File: src/rtl/adder_tree_feeder_pkg.sv
// Shared definitions for the adder tree feeder: lane width, index sizing, FSM states.
package adder_tree_feeder_pkg;

    localparam int LANE_W = 32;

    // Bits needed to address n lanes; never narrower than one bit.
    function automatic int idx_w(input int n);
        return (n > 1) ? $clog2(n) : 1;
    endfunction

    typedef enum logic {
        FILL = 1'b0,
        HOLD = 1'b1
    } state_t;

endpackage

File: src/rtl/adder_tree_feeder.sv
// Packs a serial valid/ready word stream into an N-lane vector for the adder tree.
// Latency: vector valid the cycle after its last word is accepted.
// Backpressure: vector held stable until out_ready; in_ready low while holding (one bubble per group).
module adder_tree_feeder
    import adder_tree_feeder_pkg::*;
#(
    parameter int N = 16,
    parameter int W = LANE_W
) (
    input  logic                    clk,
    input  logic                    rst,
    input  logic                    in_valid,
    output logic                    in_ready,
    input  logic [W-1:0]            in_data,
    input  logic                    in_last,
    output logic                    out_valid,
    input  logic                    out_ready,
    output logic [N*W-1:0]          out_vec,
    output logic [$clog2(N+1)-1:0]  out_count
);

    localparam int IDX_W = idx_w(N);
    localparam int CNT_W = $clog2(N+1);

    state_t           state_q;
    state_t           state_d;
    logic [IDX_W-1:0] idx_q;
    logic [N*W-1:0]   vec_q;
    logic [CNT_W-1:0] cnt_q;

    logic accept;
    logic close_grp;
    logic release_vec;

    assign accept      = in_valid && (state_q == FILL);
    assign close_grp   = accept && (in_last || (idx_q == IDX_W'(N - 1)));
    assign release_vec = (state_q == HOLD) && out_ready;

    always_comb begin
        state_d = state_q;
        case (state_q)
            FILL:    if (close_grp)   state_d = HOLD;
            HOLD:    if (release_vec) state_d = FILL;
            default: state_d = FILL;
        endcase
    end

    always_ff @(posedge clk or posedge rst) begin
        if (rst) begin
            state_q <= FILL;
        end else begin
            state_q <= state_d;
        end
    end

    // Clearing the vector on release means unwritten lanes of the next group read as zero.
    always_ff @(posedge clk or posedge rst) begin
        if (rst) begin
            idx_q <= '0;
            vec_q <= '0;
            cnt_q <= '0;
        end else begin
            if (accept) begin
                for (int i = 0; i < N; i++) begin
                    if (idx_q == IDX_W'(i)) begin
                        vec_q[i*W +: W] <= in_data;
                    end
                end
                if (close_grp) begin
                    idx_q <= '0;
                    cnt_q <= CNT_W'(idx_q) + CNT_W'(1);
                end else begin
                    idx_q <= idx_q + IDX_W'(1);
                end
            end
            if (release_vec) begin
                vec_q <= '0;
                cnt_q <= '0;
            end
        end
    end

    assign in_ready  = (state_q == FILL);
    assign out_valid = (state_q == HOLD);
    assign out_vec   = vec_q;
    assign out_count = cnt_q;

endmodule

File: config.mk
export PLATFORM = sky130hd
export DESIGN_NAME = adder_tree_feeder
export DESIGN_NICKNAME = d
export VERILOG_FILES = /design/src/rtl/adder_tree_feeder_pkg.sv /design/src/rtl/adder_tree_feeder.sv
export SDC_FILE = /design/constraint.sdc
export NUM_CORES = 1
export LEC_CHECK = 0
export CORE_UTILIZATION = 45
export CTS_CLUSTER_DIAMETER = 30
export DETAILED_ROUTE_END_ITERATION = 8
export PLACE_DENSITY_LB_ADDON = 0.08
export SLEW_MARGIN = 30
export SYNTH_ARGS = -nofsm -noshare
export SYNTH_HDL_FRONTEND = slang
export SYNTH_SLANG_ARGS = --single-unit
File: constraint.sdc
create_clock -name clk -period 30.9 [get_ports clk]
set_input_delay 6.18 -clock clk [delete_from_list [all_inputs] [get_ports clk]]
set_output_delay 6.18 -clock clk [all_outputs]
set_load 0.05 [all_outputs]
==> flow_summary_export.csv <==
group,metric,value,unit
status,status,"finished, final reports clean",
final_layout,syn_to_final_growth,42.7,%
sta,relSlewSlack,0.355,
clocking,cts.sink_count,522,
detailed_routing,dr.pass1.iters,6,
setup_path,worstSetupPathType,"in -> async",
clocking,cts_tree,"built",
clocking,root_buffer,"clkbuf_16",
placement,hpwl,54100,um
synthesis,synth-seq-cells,522,
final_layout,final_cells,3602,
placement,gp_congestion,0.849,
floorplan,die_w,226,um
global_routing,grt_overflow,0,
clocking,cts-htree-levels,3,
clocking,cts_setup_buffers,0,
clocking,cts_buffers,111,
global_routing,antenna_found_initial,3,
setup_path,cp-end-kind,"asynchronous set/reset pin",
setup_path,crit_required,31580,ps
sta,hold_violations,0,
sta,period_needed,8990,ps
sta,finalSetupTns,0,ps
synthesis,synth_nets,2503,
detailed_routing,drc_errors,0,
global_routing,grtUsageMet1,0.492,
pwr,peakVddDrop,0.0679,mV
synthesis,synth_top_area_share,0.579,
final_layout,postLayoutCellArea,32200,um^2
floorplan,die_area,51100,um^2
sta,hold_ws,525,ps
sta,setup_viol,0,
final_layout,final_nets,2882,
setup_path,critical_path.startpoint_type,"input port",
flow_run,cap_violations,0,
global_routing,grt_use_met3,0.112,
clocking,clock_path_buffers,3,
pwr,power_density,80.6,nW/um^2
worst_hold_path,hold_class,"reg -> reg",
synthesis,yosys.area.top_type,"dfrtp_1",
detailed_routing,wire_per_inst,26.6,um
floorplan,initial_core_util,0.458,
placement,place_area,28200,um^2
global_routing,grt_pass1_vias,21100,
synthesis,synth_area_per_cell,9.17,um^2
global_routing,top_usage_layer,"met2",
sta,rsz0062_at_grt,"no",
clocking,cts_resized,0,
placement,port_buffers,555,
global_routing,grt_pass1_wl,139000,um
clocking,clkSlewWorstSetupHoldPaths,40,ps
setup_path,cp.arrival,9670,ps
global_routing,grt.met2_usage,0.538,
detailed_routing,first_iter_violations,2806,
synthesis,synth_seq_area_share,0.579,
pwr,total_power,0.00260,W
detailed_routing,routed_via_density,6.24,
detailed_routing,drt-total-wl,96000,um
global_routing,grt_max_degree,239,
clocking,clk_latency,650,ps
sta,worstMarginPinSlew,968,ps
detailed_routing,antenna_left,0,
synthesis,yosys.cell_types.count,36,
floorplan,die_y,226,um
clocking,holdBufCountCts,0,
setup_path,path_max_fanout,107,
floorplan,num_rows,81,
floorplan,io_pins,556,
synthesis,ys_warn_count,0,
sta,fmax,111,MHz
synthesis,yosys-top-cells-area,"dfrtp_1 (58%), nand3_1 (11%), a21oi_1 (11%), o21ai_0 (10%), clkbuf_1 (4.1%)",
synthesis,synth_area,22600,um^2
pwr,p_leak,13.1,nW
sta,post-route-period-util,0.291,
sta,finClkSkew,19.7,ps
floorplan,core_area,49300,um^2
sta,slew_viol_final,0,
global_routing,gr-usage-all-layers,0.367,
final_layout,drive_gt1_frac,0.0940,
synthesis,netlist_instances,2462,
placement,dp.cells,3391,
detailed_routing,num_vias,22500,
==> cell usage in the layout, fill, tap and decap left out, types with 20 or more instances in the layout <==
cell,count
a21oi_1,512
buf_4,44
clkbuf_16,115
clkbuf_8,20
clkdlybuf4s50_1,550
clkinv_2,21
dfrtp_1,522
nand3_1,514
o21ai_0,453
o21ai_1,64
==> layer usage <==
layer  vias to the layer above  wire (um)
met5                         -          0
met4                         0       5120
met3                       266      11300
met2                      1415      42600
met1                     11300      37000
li1                       9519          -
==> cells by family after synthesis <==
group / share of synthesized area
flip-flops: 0.579
AND/OR/NAND/NOR: 0.123
multiplexers: 0.00177
adder cells (fa/ha/maj): 0.00222
buffers and inverters: 0.0644
AO/OA/AOI/OAI: 0.229
XOR/XNOR: 0.000776
==> sequential cells by signal (all words and copies together) (netlist names) <==
signal and count:
out_valid 1, out_count 5, idx_q 4, out_vec 512
==> power breakdown <==
group | internal [W] | leakage, nW | switching [W]
combinational | 0.000135 | 3.89 | 0.000431
sequential | 0.000736 | 7.22 | 0.0000307
clock | 0.000871 | 1.94 | 0.000391
==> worst paths after layout <==
check,startpoint,end,slack [ps],cells after the start
hold reg to reg,out_count[4]$_DFFE_PP0P_,out_count[4]$_DFFE_PP0P_,520,1
hold / removal,out_count[4]$_DFFE_PP0P_,out_count[4]$_DFFE_PP0P_,520,1
min in group asynchronous,rst,out_vec[268]$_DFFE_PP0P_,6050,2
setup / recovery,rst,out_vec[226]$_DFFE_PP0P_,21910,5
max in group clk,out_ready,out_vec[279]$_DFFE_PP0P_,22080,5
setup reg to reg,out_valid$_DFF_PP0_,out_vec[279]$_DFFE_PP0P_,27140,4
==> area by class of cell <==
cell class              count  area (um^2)
repair buffers            613         6080
clock buffers             151         3210
fillers                  3993        17000
clock inverters            57          798
diodes                      2         5.00
inverters                   8         41.3
multi-input cells        1585         8190
well taps                 664          831
flip-flops and latches    522        13100
==> critical path, stage by stage <==
cell and delay [ps]:
clkdlybuf4s50_1 490, inv_8 530, buf_4 780, buf_4 760, buf_6 660
==> stage by stage <==
step | worst slack [ps] | util
final | 21910 | 0.654
after CTS | 21850 | 0.653
after global placement | 20880 | 0.570
after global routing | 21460 | 0.654
after detailed placement | 21180 | 0.572
after floorplan | 10140 | -
==> cells in the mapped netlist (all sizes together) <==
master / number
nand2b: 2
a21oi: 512
nor4b: 1
mux2i: 4
nor2b: 1
a32o: 1
and3: 2
nand3b: 1
or2: 1
clkbuf: 249
nor2: 2
inv: 8
xnor2: 1
nand2: 9
nand4bb: 2
or3: 1
or4b: 2
nor4bb: 1
and3b: 1
and2: 1
ha: 4
and4b: 1
xor2: 1
buf: 98
nand4b: 1
nand3: 514
and4bb: 1
o21bai: 1
o21ai: 517
dfrtp: 522
Power figures use the tool's default switching activity.
